===== src/rtl/step_pulse_gen.sv =====
// Step/direction pulse generator: issues cmd_steps registered step pulses, one per
// honoured rate tick, after a dir setup interval; supports early abort.
module step_pulse_gen #(
  parameter int STEP_BITS    = 16,
  parameter int PULSE_CYCLES = 4,
  parameter int SETUP_CYCLES = 2
) (
  input  logic                 clk,
  input  logic                 reset,
  input  logic                 tick,
  input  logic                 cmd_valid,
  output logic                 cmd_ready,
  input  logic [STEP_BITS-1:0] cmd_steps,
  input  logic                 cmd_dir,
  input  logic                 abort,
  output logic                 step,
  output logic                 dir,
  output logic                 busy,
  output logic                 done,
  output logic                 aborted,
  output logic [STEP_BITS-1:0] steps_left
);

  localparam int PCW = (PULSE_CYCLES > 1) ? $clog2(PULSE_CYCLES) : 1;
  localparam int SCW = (SETUP_CYCLES > 1) ? $clog2(SETUP_CYCLES) : 1;
  localparam logic [PCW-1:0]       PULSE_LAST = PCW'(PULSE_CYCLES - 1);
  localparam logic [SCW-1:0]       SETUP_LAST = SCW'(SETUP_CYCLES - 1);
  localparam logic [STEP_BITS-1:0] STEP_ONE   = STEP_BITS'(1);

  typedef enum logic [2:0] {
    IDLE,
    SETUP,
    WAIT_TICK,
    PULSE,
    DONE
  } state_t;

  state_t         state;
  logic [SCW-1:0] setup_cnt;
  logic [PCW-1:0] pulse_cnt;
  logic           abort_pend;

  always_ff @(posedge clk) begin
    if (reset) begin
      state      <= IDLE;
      step       <= 1'b0;
      dir        <= 1'b0;
      busy       <= 1'b0;
      done       <= 1'b0;
      aborted    <= 1'b0;
      steps_left <= '0;
      cmd_ready  <= 1'b1;
      setup_cnt  <= '0;
      pulse_cnt  <= '0;
      abort_pend <= 1'b0;
    end else begin
      done <= 1'b0;
      case (state)
        IDLE: begin
          if (cmd_valid) begin
            dir        <= cmd_dir;
            steps_left <= cmd_steps;
            aborted    <= 1'b0;
            abort_pend <= 1'b0;
            setup_cnt  <= '0;
            cmd_ready  <= 1'b0;
            if (cmd_steps != '0) begin
              state <= SETUP;
              busy  <= 1'b1;
            end else begin
              state <= DONE;
              done  <= 1'b1;
            end
          end
        end

        SETUP: begin
          if (abort) begin
            state   <= DONE;
            busy    <= 1'b0;
            done    <= 1'b1;
            aborted <= 1'b1;
          end else if (setup_cnt == SETUP_LAST) begin
            state <= WAIT_TICK;
          end else begin
            setup_cnt <= setup_cnt + 1'b1;
          end
        end

        WAIT_TICK: begin
          // abort takes priority over a tick sampled on the same edge
          if (abort) begin
            state   <= DONE;
            busy    <= 1'b0;
            done    <= 1'b1;
            aborted <= 1'b1;
          end else if (tick) begin
            state     <= PULSE;
            step      <= 1'b1;
            pulse_cnt <= '0;
            if (steps_left != '0) begin
              steps_left <= steps_left - STEP_ONE;
            end
          end
        end

        PULSE: begin
          if (abort) begin
            abort_pend <= 1'b1;
          end
          if (pulse_cnt == PULSE_LAST) begin
            step <= 1'b0;
            // an abort on the final pulse edge is honoured just like a latched one
            if (abort_pend || abort || steps_left == '0) begin
              state   <= DONE;
              busy    <= 1'b0;
              done    <= 1'b1;
              aborted <= abort_pend | abort;
            end else begin
              state <= WAIT_TICK;
            end
          end else begin
            pulse_cnt <= pulse_cnt + 1'b1;
          end
        end

        DONE: begin
          state     <= IDLE;
          cmd_ready <= 1'b1;
        end

        default: begin
          state     <= IDLE;
          step      <= 1'b0;
          busy      <= 1'b0;
          cmd_ready <= 1'b1;
        end
      endcase
    end
  end

endmodule


===== config.mk =====
export PLATFORM = sky130hd
export DESIGN_NAME = step_pulse_gen
export DESIGN_NICKNAME = d
export VERILOG_FILES = /design/src/rtl/step_pulse_gen.sv
export SDC_FILE = /design/constraint.sdc
export NUM_CORES = 1
export LEC_CHECK = 0
export ABC_AREA = 1
export CORE_AREA = 5 5 76 78
export CTS_CLUSTER_DIAMETER = 150
export CTS_CLUSTER_SIZE = 8
export DETAILED_ROUTE_END_ITERATION = 8
export DIE_AREA = 0 0 81 83
export HOLD_SLACK_MARGIN = 0.12
export SYNTH_ARGS = -nofsm -noshare
export SYNTH_HDL_FRONTEND = slang
export SYNTH_SLANG_ARGS = --single-unit

===== constraint.sdc =====
create_clock -name clk -period 2.4 [get_ports clk]
set_input_delay 0.72 -clock clk [delete_from_list [all_inputs] [get_ports clk]]
set_output_delay 0.72 -clock clk [all_outputs]
set_load 0.005 [all_outputs]

# Yosys cells after proc, flatten, opt, wreduce, memory -nomap -nowiden
# Cells that the tools add are included.
[totals]
ff_bits = 29
output_inout_bits = 22
word_cells = 104
[op_classes]
addsub = 3
eq_ne = 18
n_mux = 44
n_bitwise = 4
reduce_logical = 24
[ops]
columns = ["op", "count"]
rows = [
  ["2-to-1 mux 16 bit", 4],
  ["case mux 16 bit (2 select lines)", 1],
  ["nonzero test 16 bit", 2],
  ["2-to-1 mux 3 bit", 8],
  ["!= test 2 bit (second input constant)", 10],
  ["2-to-1 mux 1 bit", 19],
  ["zero test 16 bit", 1],
  ["subtractor 16 x 1 -> 16 bit (second input constant)", 1],
  ["case mux 3 bit (4 select lines)", 1],
  ["AND reduction 4 bit", 3],
  ["AND reduction 5 bit", 2],
  ["case mux 1 bit (3 select lines)", 3],
  ["nonzero test 2 bit", 4],
  ["equality test 3 x 2 -> 1 bit (second input constant)", 2],
  ["2-to-1 mux 2 bit", 3],
  ["!= test 3 bit (second input constant)", 2],
  ["case mux 1 bit (2 select lines)", 3],
  ["AND reduction 3 bit", 2],
  ["AND reduction 6 bit", 1],
  ["OR reduction 3 bit", 2],
  ["case mux 1 bit (4 select lines)", 1],
  ["case mux 2 bit (2 select lines)", 1],
  ["AND reduction 2 bit", 2],
  ["equality test 3 x 1 -> 1 bit (second input constant)", 1],
  ["11 further kinds", 14],
]

# Longest topological paths before layout
# Gate-level depths: netlist of run 1.
[logic_depth]
ltp_word = 5
mapped_depth = 11
mapped_depth_nobuf = 11

# Least setup slack after synthesis of run 1
# No wires, ideal clock.
[synth_path]
path_type = "input -> register"
startpoint = "in cmd_valid"
endpoint = "reg steps_left[6]"
arrival_ps = 1512
required_ps = 2285
path_slack_ps = 774
cell_stages = 8
cell_sequence = "inv_1 nand3_2 nand2_1 nor2_4 nand2_4 buf_4 nor3b_2 nor2_1"
[synth_between]
elab_chain_len = 2
[synth_lines]
columns = ["item", "line", "rtl"]
rows = [
  ["start: declaration", "11", "input logic cmd_valid,"],
  ["!= test 2 bit (no line)", "--", ""],
  ["AND reduction 5 bit (no line)", "--", ""],
  ["end signal: assignment", "62", "steps_left <= cmd_steps;"],
  ["end signal: assignment", "102", "steps_left <= steps_left - STEP_ONE;"],
  ["end: declaration", "21", "output logic [STEP_BITS-1:0] steps_left"],
]
# No other way between the ends.
# A chain may end at the register's enable or synchronous reset.

# Worst setup path in the final report of run 1
[layout_path]
startpoint = "in cmd_valid"
endpoint = "reg steps_left[12]"
# Same word-level chain as after synthesis.

==> run metrics, run 1 <==
status=complete, no violations; die area=6720 sq um; Mapped Area=1940 sq um; Core Util, Final=50.8%; Worst EP arrival=2.24 ns; commonest non-fill, non-tap cells in the layout=83 x nand2_1, 66 x nor2_1, 43 x clkdlybuf4s50_1, 35 x inv_1, 29 x dfxtp_1; WL/cell=12.4 um; Int Power=0.00159 W; io pins=44; largest net degree at the start of global routing=21; n_diodes=0; CP Max Fanout=16; hold_sp=setup_cnt$_SDFFE_PP0P_; Post-Route Setup TNS=0 ns; Initial Util=38.8%; post-route cell area=2540 sq um; via count=2121; Rows=26; YS warnings=0; gr ovfl total=0; post-synthesis cell count=325; R2R Path End=done$_SDFF_PP0_; DRT iter0 DRCs=131; share of cells above drive strength 1=9.95%; Cell variety after synth=30; Least-Margin Pin Slew=0.475 ns; initial antenna violation count=0; CP startpoint=cmd_valid; CTS buffer count=5; Net Sw Power=0.00138 W; syn_nets=349; leakage power=1.15 nW; power per cell area=1160 nW/um^2; Combinational Power Share=57.3%; nets=395; routed vias/inst=4.80; clock power share=15.7%; IO Port Bufs=43; Worst VDD drop=0.000455 V; sequential fraction of the synthesis area=29.9%; final period utilization=84.0%; minimum clock period=2.02 ns; clk_skew=0.00733 ns; R2R setup slack=0.60 ns; CTS tree=yes; CTS max path bufs=2; drt total wl=5.50 mm; required time of the worst setup path=2.62 ns; hold_buf cts=0; Final Max Slew Viols=0; P&R area growth vs syn=30.9%; Critical Path Sink Type=flip-flop; postcts setup bufs=0; RSZ-0062 raised after global routing=false; Placement Cell Area=2440 sq um; remaining routing DRC violations=0; H-tree levels=2; Synth Register Bits=29; vias in the first global route=1944; path depth of the worst reg2reg path=8; gp weighted congestion=0.840; DRT antenna net count=0; HPWL after DPL=4.12 mm; Hold Violations, Final=0; Max-Slew Margin vs Limit=68.3%; Place WS=0.0898 ns; CTS root buffer=clkbuf_8; clock latency on the worst-skew pair=0.28 ns; Final WS setup=0.383 ns; Die X=81 um; Die Y-Extent=83 um; max-cap viol count=0; Pre-antenna DRT Iters=4; Core Region=5010 sq um; Startpoint Class=input pin; gr usage total=16.9%; first-pass GRT wire length=9.18 mm; Worst R2R Start=state[2]$_SDFFE_PP0P_; WS Path Type=input pin to flip-flop; # clock sinks=29; fmax=496 MHz; Switching Share=46.4%; part of the power in registers=27.0%; synthesized area per cell=5.98 sq um; hold crit path type=flip-flop to flip-flop; Worst setup endpoint=steps_left[12]$_SDFFE_PP0P_; Setup-failing EPs final=0; post-CTS resize count=0; Clk pin slew, worst setup/hold paths=0.07 ns; leading cell type in the layout, fill and taps excluded=nand2_1
-- sequential cells by signal, summed over array words and instances (netlist names) --
signal and flops:
setup_cnt 1, step 1, dir 1, abort_pend 1, cmd_ready 1, busy 1, pulse_cnt 2, done 1
steps_left 16, state 3, aborted 1
-- power by group through the flow --
stage          Sequential (W)  Clock, W  Combinational (W)
2_1_floorplan        0.000786         0            0.00114
3_3_place_gp         0.000808         0            0.00167
3_5_place_dp         0.000808         0            0.00169
4_1_cts              0.000800  0.000475            0.00170
5_1_grt              0.000829  0.000494            0.00194
6_report             0.000799  0.000466            0.00170
-- per-stage QoR --
| stage | total power (W) | std cells | hold slack, ns |
|---|---|---|---|
| after floorplan | 0.00193 | 325 | 0.418 |
| after global placement | 0.00248 | 434 | 0.431 |
| after detailed placement | 0.00250 | 434 | 0.441 |
| after CTS | 0.00297 | 442 | 0.453 |
| after global routing | 0.00326 | 442 | 0.471 |
| final | 0.00296 | 442 | 0.448 |
-- cell usage after synthesis --
| master | number | area share (%) |
|---|---|---|
| a21oi_1 | 17 | 4.4 |
| a21oi_2 | 7 | 3.2 |
| and2_1 | 1 | 0.32 |
| buf_2 | 3 | 0.77 |
| buf_4 | 2 | 0.77 |
| buf_8 | 1 | 0.77 |
| clkbuf_1 | 3 | 0.58 |
| dfxtp_1 | 29 | 30 |
| ha_1 | 2 | 1.3 |
| inv_1 | 35 | 6.8 |
| inv_2 | 2 | 0.39 |
| inv_4 | 1 | 0.32 |
| nand2_1 | 83 | 16 |
| nand2_2 | 5 | 1.6 |
| nand2_4 | 1 | 0.58 |
| nand3_1 | 23 | 5.9 |
| nand3_2 | 2 | 1.0 |
| nand3b_1 | 2 | 0.77 |
| nand4_1 | 2 | 0.64 |
| nand4_2 | 1 | 0.64 |
| nor2_1 | 66 | 13 |
| nor2_2 | 2 | 0.64 |
| nor2_4 | 1 | 0.58 |
| nor3_1 | 7 | 1.8 |
| nor3b_2 | 1 | 0.64 |
| o21ai_0 | 16 | 4.1 |
| o21ai_1 | 6 | 1.5 |
| o21bai_1 | 1 | 0.39 |
| or2_0 | 2 | 0.64 |
| or2_2 | 1 | 0.32 |
-- kinds of logic after synthesis --
group                    Yosys count  synth area share, %
flip-flops                        29                 29.9
buffers and inverters             47                 10.4
adder cells (fa/ha/maj)            2                 1.29
AND/OR/NAND/NOR                  200                 44.9
AO/OA/AOI/OAI                     47                 13.6
-- final cells by class --
cell class                      count  area, sq um
Fill cell                         570         2460
Multi-Input combinational cell    249         1160
Sequential cell                    29          581
Timing Repair Buffer               48          468
Inverter                           38          145
Clock buffer                        7         96.3
Tap cell                           70         87.6
Clock inverter                      1         5.00
-- worst max-delay path, cell delays in order --
cell and delay, ns:
clkdlybuf4s50_1 0.50, inv_1 0.07, nand3_2 0.08, nand2_1 0.08, nor2_4 0.22, nand2_4 0.11
inv_4 0.18, nand2_1 0.08, nand2_1 0.07, inv_1 0.04, nor2_1 0.08
-- how the worst min path moves through the flow --
stage	endpoint	slack, ns	depth (start not counted)
after global routing	setup_cnt$_SDFFE_PP0P_	0.47	2
after floorplan	setup_cnt$_SDFFE_PP0P_	0.42	2
final	setup_cnt$_SDFFE_PP0P_	0.45	2
after detailed placement	setup_cnt$_SDFFE_PP0P_	0.44	2
after global placement	setup_cnt$_SDFFE_PP0P_	0.43	2
after CTS	setup_cnt$_SDFFE_PP0P_	0.45	2
-- routing by layer --
layer,vias to the layer above,track usage (%),part of all wire (%),routed length [um]
li1,1121,-,-,-
met1,938,25.0,51,2820
met2,58,24.6,42,2310
met3,4,3.57,6.3,348
met4,0,4.15,0.53,29
met5,-,0,0,0
Note: power is estimated with default switching activity, not from simulation.
==> inputs of run 2 (changes only) <==
--- a/config.mk
+++ b/config.mk
@@ -12,6 +12,7 @@
 export DETAILED_ROUTE_END_ITERATION = 8
 export DIE_AREA = 0 0 81 83
 export HOLD_SLACK_MARGIN = 0.12
+export PLACE_DENSITY = 0.67
 export SYNTH_ARGS = -nofsm -noshare
 export SYNTH_HDL_FRONTEND = slang
 export SYNTH_SLANG_ARGS = --single-unit
==> constraint.sdc (replaced) <==
create_clock -name clk -period 1.8 [get_ports clk]
set_input_delay 0.54 -clock clk [delete_from_list [all_inputs] [get_ports clk]]
set_output_delay 0.54 -clock clk [all_outputs]
set_load 0.005 [all_outputs]
==> run metrics, run 2 (same netlist as run 1, synthesis figures left out) <==
status=complete, no violations; required time of the worst setup path=1.26 ns (-1.36 ns); GR Util met2=26.5% (+1.9 points); buffers and inverters on the worst path=1 (-3); CTS max path bufs=2 (unchanged); CP top delay family=buffers and inverters; leading cell type in the layout, fill and taps excluded=nand2_1; Setup-failing EPs final=0 (unchanged); gp weighted congestion=0.869 (+3.4%); Worst VDD drop=0.000559 V (+23%); Final Power=0.00406 W (+37%); first-pass GRT wire length=9.36 mm (+2.0%); io pins=44 (unchanged); gr usage total=17.5% (+0.58 points); Worst EP arrival=1.21 ns (-1.03 ns); IO Port Bufs=43 (unchanged); clk_skew=0.00556 ns (-0.00177 ns); sequential cell area=589 sq um (+1.5%); clock latency on the worst-skew pair=0.28 ns (about the same); Die X=81 um (unchanged); Final Max Slew Viols=0 (unchanged); n_diodes=0 (unchanged); Core Region=5010 sq um (unchanged); Post-Layout Cell Count=458 (+3.6%); CP peak stage delay=0.53 ns (+0.03 ns); hold_sp=setup_cnt$_SDFFE_PP0P_; commonest non-fill, non-tap cells in the layout=83 x nand2_1, 64 x nor2_1, 43 x clkdlybuf4s50_1, 33 x inv_1, 23 x nand3_1; grt met3 use=3.79% (+0.22 points); R2R setup slack=0.18 ns (-0.42 ns); DRT antenna net count=0 (unchanged); die area=6720 sq um (unchanged); leakage power=1.23 nW (+7.0%); P&R area growth vs syn=38.4%; slowest cell on the critical path=clkdlybuf4s50_1; CP Max Fanout=5 (-11); Startpoint Class=flip-flop; grt met1 use=24.3% (-0.71 points); Pre-antenna DRT Iters=4 (unchanged); Filler Cell Count=533 (-6.5%); Die Y-Extent=83 um (unchanged); max-cap viol count=0 (unchanged); CTS root buffer=clkbuf_8; nets=411 (+4.1%); minimum clock period=1.75 ns; Multi-input gate area=1170 sq um (+1.1%); CTS tree=yes; WL/cell=11.9 um (-4.4%); H-tree levels=2 (unchanged); initial antenna violation count=0 (unchanged); Post-Route Setup TNS=0 ns (unchanged); CTS buffer count=5 (unchanged); RSZ-0062 raised after global routing=true; power per cell area=1510 nW/um^2 (+29%); Clk pin slew, worst setup/hold paths=0.06 ns (about the same); Worst R2R Start=steps_left[4]$_SDFFE_PP0P_; Hold Violations, Final=0 (unchanged); busiest layer in global routing=met2; vias in the first global route=2041 (+5.0%); via count=2201 (+3.8%); fmax=571 MHz; HPWL after DPL=4.12 mm (about the same); path depth of the worst reg2reg path=10 (+2); dpl cells=450 (+3.7%); Initial Util=38.8% (unchanged); Worst path depth=1 (-10); critical path cell sequence=clkdlybuf4s50_1; Worst setup endpoint=steps_left[4]; Rows=26 (unchanged); gr ovfl total=0 (unchanged); largest net degree at the start of global routing=21 (unchanged); Place WS=-0.161 ns (-0.251 ns); biggest regs=steps_left x16, state x3, pulse_cnt x2; final period utilization=97.4%; Critical Path Sink Type=primary output; WS Path Type=flip-flop to primary output; max reg flops=16 (unchanged); Max-Slew Margin vs Limit=69.1% (+0.82 points); hold crit path type=flip-flop to flip-flop; share of cells above drive strength 1=16.5% (+6.5 points); Fin Hold WS=0.443 ns (-0.00478 ns); # clock sinks=29 (unchanged); Final WS setup=0.0473 ns (-0.336 ns); R2R Path End=steps_left[9]$_SDFFE_PP0P_; hold_buf cts=0 (unchanged); Least-Margin Pin Slew=0.462 ns (-0.0123 ns); register with the most flip-flops=steps_left; CP startpoint=steps_left[4]$_SDFFE_PP0P_; routed vias/inst=4.81 (+0.15%); DRT iter0 DRCs=206 (+57%); remaining routing DRC violations=0 (unchanged); postcts setup bufs=0 (unchanged); drt total wl=5.45 mm (-0.91%)
-- run 2: metal layers --
metal	vias to the layer above	routed length, um
met1	971	2670
li1	1154	-
met5	-	0
met2	67	2280
met4	0	78
met3	9	415
-- run 2: through the flow --
stage	cell area, sq um	util (%)
3_3_place_gp	2560	51.2
6_report	2690	53.7
2_1_floorplan	1940	-
3_5_place_dp	2560	51.2
4_1_cts	2670	53.2
5_1_grt	2690	53.7
-- run 2: worst min-delay path by stage --
stage                                      endpoint  depth (start not counted)
after floorplan              setup_cnt$_SDFFE_PP0P_                          2
after global placement       setup_cnt$_SDFFE_PP0P_                          2
after detailed placement     setup_cnt$_SDFFE_PP0P_                          2
after CTS                    setup_cnt$_SDFFE_PP0P_                          2
after global routing      pulse_cnt[1]$_SDFFE_PP0P_                          2
final                        setup_cnt$_SDFFE_PP0P_                          2
-- run 2: layout make-up --
type | instances | share of cell area [%]
Tap cell | 70 | 3.25
Clock buffer | 7 | 3.58
Sequential cell | 29 | 21.9
Multi-Input combinational cell | 249 | 43.7
Clock inverter | 1 | 0.186
Inverter | 38 | 5.58
Timing Repair Buffer | 64 | 21.9
-- run 2: what timing repair did --
action                                  CTS  global route
endpoints found under the setup margin    1            14
gates resized for setup                   1            14
gates cloned                              0             0
pin swaps                                 0             2
-- run 2: report_power, final --
part	internal (W)	switching [W]	leakage [nW]	total (W)
Sequential	0.000860	0.000222	0.241	0.00108
Clock	0.000345	0.000252	0.0542	0.000597
Combinational	0.00100	0.00138	0.936	0.00238
